## src/rtl/gate_rr_arbiter.sv

```systemverilog
// gate_rr_arbiter: round-robin sequencer that shares one registered 2-input OR
// unit between N_REQ requesters. One requester is granted at a time. Its operands
// are captured and OR-ed together. The result is returned with the winner's ID
// over a valid/ready response port.
//
// Optional build macro: GATE_RR_ARB_CNT_EN adds done_cnt, a 16-bit wrapping count
// of completed response handshakes.
//
// Ports:
//   clk        system clock, rising edge
//   rst        synchronous active-high reset
//   req        level request per requester
//   op_a/op_b  packed operands, requester i at [i*WIDTH +: WIDTH]
//   gnt        one-hot single-cycle grant pulse (operands captured that cycle)
//   rsp_valid  result available
//   rsp_ready  consumer accepts result
//   rsp_data   op_a | op_b of the granted requester
//   rsp_id     index of the granted requester
//   done_cnt   completed handshakes (GATE_RR_ARB_CNT_EN only)
//   busy       high whenever the sequencer is not idle
module gate_rr_arbiter #(
    parameter int unsigned N_REQ = 4,
    parameter int unsigned ID_W  = 2,
    parameter int unsigned WIDTH = 8
) (
    input  logic                   clk,
    input  logic                   rst,
    input  logic [N_REQ-1:0]       req,
    input  logic [N_REQ*WIDTH-1:0] op_a,
    input  logic [N_REQ*WIDTH-1:0] op_b,
    output logic [N_REQ-1:0]       gnt,
    output logic                   rsp_valid,
    input  logic                   rsp_ready,
    output logic [WIDTH-1:0]       rsp_data,
    output logic [ID_W-1:0]        rsp_id,
`ifdef GATE_RR_ARB_CNT_EN
    output logic [15:0]            done_cnt,
`endif
    output logic                   busy
);

    typedef enum logic [1:0] {StIdle, StGrant, StExec, StResp} state_t;

    state_t           state;
    logic [ID_W-1:0]  ptr;
    logic [ID_W-1:0]  win_id;
    logic [WIDTH-1:0] cap_a;
    logic [WIDTH-1:0] cap_b;

    logic [ID_W-1:0]  pick;
    logic [ID_W:0]    idx;
    logic             win_req;
    logic [WIDTH-1:0] win_a;
    logic [WIDTH-1:0] win_b;
    logic [ID_W-1:0]  next_ptr;

    // Scan from the highest offset down so the lowest offset above ptr wins.
    always_comb begin
        pick = ptr;
        idx  = '0;
        for (int i = N_REQ - 1; i >= 0; i--) begin
            idx = {1'b0, ptr} + (ID_W + 1)'(i);
            if (idx >= (ID_W + 1)'(N_REQ)) begin
                idx = idx - (ID_W + 1)'(N_REQ);
            end
            if (req[idx[ID_W-1:0]]) begin
                pick = idx[ID_W-1:0];
            end
        end
    end

    assign win_req  = req[win_id];
    assign win_a    = op_a[int'(win_id) * WIDTH +: WIDTH];
    assign win_b    = op_b[int'(win_id) * WIDTH +: WIDTH];
    assign next_ptr = (win_id == ID_W'(N_REQ - 1)) ? '0 : win_id + 1'b1;
    assign busy     = (state != StIdle);

    // The grant must follow req in the same cycle so that a withdrawal during
    // GRANT suppresses it; hence it is decoded rather than registered.
    always_comb begin
        gnt = '0;
        if (state == StGrant && win_req) begin
            gnt[win_id] = 1'b1;
        end
    end

    always_ff @(posedge clk) begin
        if (rst) begin
            state     <= StIdle;
            ptr       <= '0;
            win_id    <= '0;
            cap_a     <= '0;
            cap_b     <= '0;
            rsp_valid <= 1'b0;
            rsp_data  <= '0;
            rsp_id    <= '0;
`ifdef GATE_RR_ARB_CNT_EN
            done_cnt  <= '0;
`endif
        end else begin
            case (state)
                StIdle: begin
                    if (|req) begin
                        win_id <= pick;
                        state  <= StGrant;
                    end
                end
                StGrant: begin
                    if (win_req) begin
                        cap_a <= win_a;
                        cap_b <= win_b;
                        state <= StExec;
                    end else begin
                        state <= StIdle;
                    end
                end
                StExec: begin
                    rsp_data  <= cap_a | cap_b;
                    rsp_id    <= win_id;
                    rsp_valid <= 1'b1;
                    state     <= StResp;
                end
                StResp: begin
                    if (rsp_ready) begin
                        rsp_valid <= 1'b0;
                        ptr       <= next_ptr;
                        state     <= StIdle;
`ifdef GATE_RR_ARB_CNT_EN
                        done_cnt  <= done_cnt + 16'd1;
`endif
                    end
                end
                default: state <= StIdle;
            endcase
        end
    end

endmodule
```

## config.mk

```make
export PLATFORM = sky130hd
export DESIGN_NAME = gate_rr_arbiter
export DESIGN_NICKNAME = d
export VERILOG_FILES = /design/src/rtl/gate_rr_arbiter.sv
export SDC_FILE = /design/constraint.sdc
export NUM_CORES = 1
export LEC_CHECK = 0
export BUFFER_PORTS_ARGS = -buffer_cell sky130_fd_sc_hd__buf_2
export CAP_MARGIN = 20
export CORE_ASPECT_RATIO = 1.4
export CORE_UTILIZATION = 50
export CTS_BUF_LIST = sky130_fd_sc_hd__clkbuf_4
export CTS_CLUSTER_SIZE = 16
export DETAILED_ROUTE_END_ITERATION = 16
export PLACE_DENSITY = 0.82
export SETUP_SLACK_MARGIN = 0.02
export SYNTH_ARGS = -nofsm -noshare
export SYNTH_HDL_FRONTEND = slang
export SYNTH_SLANG_ARGS = --single-unit
```

## constraint.sdc

```tcl
create_clock -name clk -period 3.7 [get_ports clk]
set_input_delay 0.555 -clock clk [delete_from_list [all_inputs] [get_ports clk]]
set_output_delay 0.555 -clock clk [all_outputs]
set_load 0.01 [all_outputs]
```

Yosys cells after proc, flatten, opt, wreduce, memory -nomap -nowiden
Index checks and enable logic that the tools add are counted.
{ "totals": {"register_bits": 33, "latchBits": 0, "ram_bits": 0, "rom_bits": 0, "input_bits": 71, "out_inout_bits": 16, "elab_cells": 74, "mem_count": 0} }
{ "op_classes": {"n_addsub": 8, "mul": 0, "div": 0, "magnitude_cmp": 10, "eq_ne": 6, "n_shift": 2, "n_mux": 28, "n_bitwise": 1, "reduce_logical": 11} }
{ "ops": {"columns": ["operator", "n"], "rows": [
  ["$shiftx A32 B6 Y8", 2],
  ["$mux W2", 12],
  ["$lt A2 B3 Y1 const B", 5],
  ["$bmux W1 S2", 5],
  ["$reduce_and A2 Y1", 5],
  ["$ge A3 B3 Y1 const B", 3],
  ["$or A8 B8 Y8", 1],
  ["$pmux W2 S4", 1],
  ["$sub A2 B1 Y2 const B", 4],
  ["$mux W1", 7],
  ["$add A2 B2 Y3 const B", 2],
  ["$eq A2 B2 Y1 const B", 3],
  ["$mux W4", 1],
  ["$ne A2 B2 Y1 const B", 2],
  ["$reduce_bool A2 Y1", 2],
  ["$reduce_or A4 Y1", 1],
  ["$add A2 B1 Y3 const B", 1],
  ["$ge A2 B3 Y1 const B", 1],
  ["$add A2 B1 Y2 const B", 1],
  ["$demux W1 S2", 1],
  ["$eq A2 B1 Y1 const B", 1],
  ["$ge A2 B1 Y1 const B", 1],
  ["$logic_and A1 B1 Y1", 2],
  ["$logic_not A2 Y1", 1],
  ["$pmux W1 S2", 1]
]} }

Depth between registers and ports, before layout
{ "logic_depth": {"ltp_word": 9, "mapped_depth": 6, "ltp_nobuf": 4} }

Least setup slack after synthesis
No wires, ideal clock.
{ "synth_path": {"path_type": "input -> output", "start": "in req[3]", "end": "out gnt[0]", "t_arrival_ps": 1555, "required_time_ps": 3145, "path_slack_ps": 1590, "cell_stages": 4, "cell_sequence": "mux4_2 buf_6 clkbuf_1 and3_1"} }
{ "synth_via": {"elab_chain_len": 4} }
{ "synth_rtl": {"columns": ["item", "line", "text"], "rows": [
  ["start: declaration", "28", "input logic [N_REQ-1:0] req,"],
  ["$bmux W1 S2", "72", "assign win_req = req[win_id];"],
  ["$mux W1 (implied by the code)", "72", null],
  ["$logic_and A1 B1 Y1", "82", "if (state == StGrant && win_req) begin"],
  ["$mux W4", "82", null],
  ["end: declaration", "31", "output logic [N_REQ-1:0] gnt,"]
]} }
No other way between the ends. The select of a mux whose other input is x is not followed.

Final worst setup path
{ "layout_path": {"start": "reg win_id[1]", "end": "out gnt[2]"} }
{ "layout_via": {"elab_chain_len": 5} }
{ "layout_rtl": {"columns": ["item", "line", "text"], "rows": [
  ["start: declaration", "46", "logic [ID_W-1:0] win_id;"],
  ["start signal: assignment", "104", "win_id <= pick;"],
  ["$lt A2 B3 Y1 (implied by the code) / $ge A2 B1 Y1 (equally long branches)", "83", "gnt[win_id] = 1'b1;"],
  ["$logic_and A1 B1 Y1 (implied by the code)", "83", null],
  ["$mux W1 (implied by the code)", "83", null],
  ["$demux W1 S2", "83", null],
  ["$mux W4 *", "82", null]
]} }
Every way passes the cells marked *; elsewhere a longest branch is shown, timed or not. The select of a mux whose other input is x is not followed.

==> impl_metrics.ini <==
[sta]
finalSetupTns_ns = 0
max_freq_mhz = 397
grt_setup_unrepaired = false
maxSlewViolCount = 0
worst_pin_slew_ns = 0.719
finClkSkew_ns = 0.00992
fin_ws_ns = 1.18
min_period_over_period = 0.681
fin_hold_ws_ns = 0.499
max-slew-margin-rel = 0.521
setup_viol = 0
hold_violations = 0
period_needed_ns = 2.52

[power]
pwr-share-comb = 0.261
intPower_mw = 0.553
powerDensity_nw_per_um2 = 324
pwr-share-clk = 0.247
ir_drop_mv = 0.280
finalPower_mw = 0.792
leakagePower_nw = 1.05
seqPwrFrac = 0.492
switching_share = 0.302
power_switching_mw = 0.239

[global_route]
grt_max_degree = 38
grt_pass1_wl_um = 7960
antenna_found_initial = 0
first_global_vias = 1802
track_usage = 0.255
grt.overflow.total = 0

[placement]
dp_cells = 308
pre_cts_slack_ns = 1.24
hpwl_um = 3520
placement.cell_area_um2 = 2390
portBuffers = 86
gp_congestion = 0.813

[layout]
final_cells = 316
diodes = 0
syn_to_final_growth_pct = 24.3
post-route-util = 0.659
finalInstanceArea_um2 = 2440
drive_gt1_frac = 0.464
nets = 348

[cts]
cts_setup_buffers = 0
tritoncts = done
cts_hold_buf = 0
cts.reportedPaths.clkPinSlew_ns = 0.11
cts_buffer_depth = 2
numClockSinks = 33
cts_made_buffers = 5
ctsHtreeMaxLevel = 2
cts-resized-gates = 0
clk_latency_ns = 0.33
root_buffer = clkbuf_4

[run_status]
outcome = completed

[logic_synthesis]
synth_top_flop_cell = dfxtp_1
synth-edff-count = 0
syn_area_um2 = 1970
synth_cell_type_count = 31
synth-warning-count = 0
ys_ff_latch = 33
ys_seq_area_frac = 0.336
synth_top_area_cell = dfxtp_1
yosys.cell_count.top_type = dfxtp_1
syn_area_per_cell_um2 = 10.1
synthTopCellsByCount = dfxtp_1, nor2_1, mux4_2, nand3_1, a21bo_1
yosys-top-cells-area = dfxtp_1, mux4_2, a21bo_1
synth.top_cell.area_share = 0.336
async_reset_ff_frac = 0
synth_nets = 269
synth_cells = 194

[setup_path]
cp.arrival_ns = 1.96
start_kind = flip-flop
cp_max_fo = 37
worstSetupPathType = reg2out
cp.required_ns = 3.14
cp-end-kind = output pin

[detailed_routing]
wl_um = 4740
drt_iter0_markers = 40
drc = 0
drt-wirelength-per-cell_um = 15.0
ant_nets = 0
num_vias = 1781
viasPerCell = 5.64
dr.pass1.iters = 5

[die]
die-width_um = 55.0
core-area_um2 = 3710
dieHeight_um = 76.2
io_pins = 87
rows = 26
die_area_um2 = 4190
start_util = 0.530

[run]
drv_cap = 0

[worst_hold_path]
hp-class = reg2reg
## critical path, cell delays in order (launching register included)
cell	delay (ns)
dfxtp_1	0.37
mux4_2	0.82
and3_1	0.31
buf_2	0.13
## placed cells by master, fill, tap and decap left out, types with 2 or more instances in the layout
cell type	n
a21bo_1	16
or3_1	2
a21oi_1	11
clkinv_2	2
a21oi_2	9
buf_4	4
nand3_1	17
nor2_1	22
and3_1	4
mux2i_1	3
inv_1	4
nor2b_1	5
dfxtp_1	33
buf_2	86
ha_1	4
nand2b_1	3
clkbuf_4	5
o21ai_0	3
a211oi_1	8
nand2_1	2
o21a_1	2
mux4_2	17
## flip-flops by register name (all words and copies together) (netlist names), named ones only
name       count
ptr            2
rsp_valid      1
win_id         2
state          1
cap_b          8
cap_a          8
rsp_data       8
rsp_id         2
## power by group through the flow
stage	clock, mW	sequential, mW	combinational [mW]
final	0.196	0.390	0.206
after global routing	0.218	0.394	0.227
after CTS	0.200	0.390	0.207
after detailed placement	0	0.398	0.206
after global placement	0	0.397	0.200
after floorplan	0	0.399	0.140
## cells by family after synthesis
logic type / count (synthesis) / share of synthesized area
compound gates: 55 / 0.223
fa+ha+maj: 4 / 0.0255
simple gates: 60 / 0.150
mux: 20 / 0.210
buf+inv: 22 / 0.0547
flops: 33 / 0.336
## cell type report
class / count / area [um2]
fill: 332 / 1260
timing repair buffer: 90 / 460
tap: 42 / 52.6
multi-input combinational: 139 / 1200
clock inverter: 3 / 17.5
inverter: 4 / 15.0
clock buffer: 5 / 37.5
sequential: 33 / 661
## metal layers
| metal | share of wire | GRT usage |
|---|---|---|
| met5 | 0 | 0 |
| met3 | 0.045 | 0.0639 |
| met4 | 0.022 | 0.0975 |
| met1 | 0.39 | 0.313 |
| met2 | 0.54 | 0.412 |
## path summary, 6_finish.rpt
check / startpoint / depth (start not counted) / slack, ns / to
max: win_id[1] / 3 / 1.18 / gnt[2]
min: ptr[0] / 2 / 0.50 / ptr[0]
max reg2reg: win_id[1] / 3 / 1.98 / cap_a[4]
min reg2reg: ptr[0] / 2 / 0.50 / ptr[0]
No activity file was read; power rests on OpenSTA's default activity.
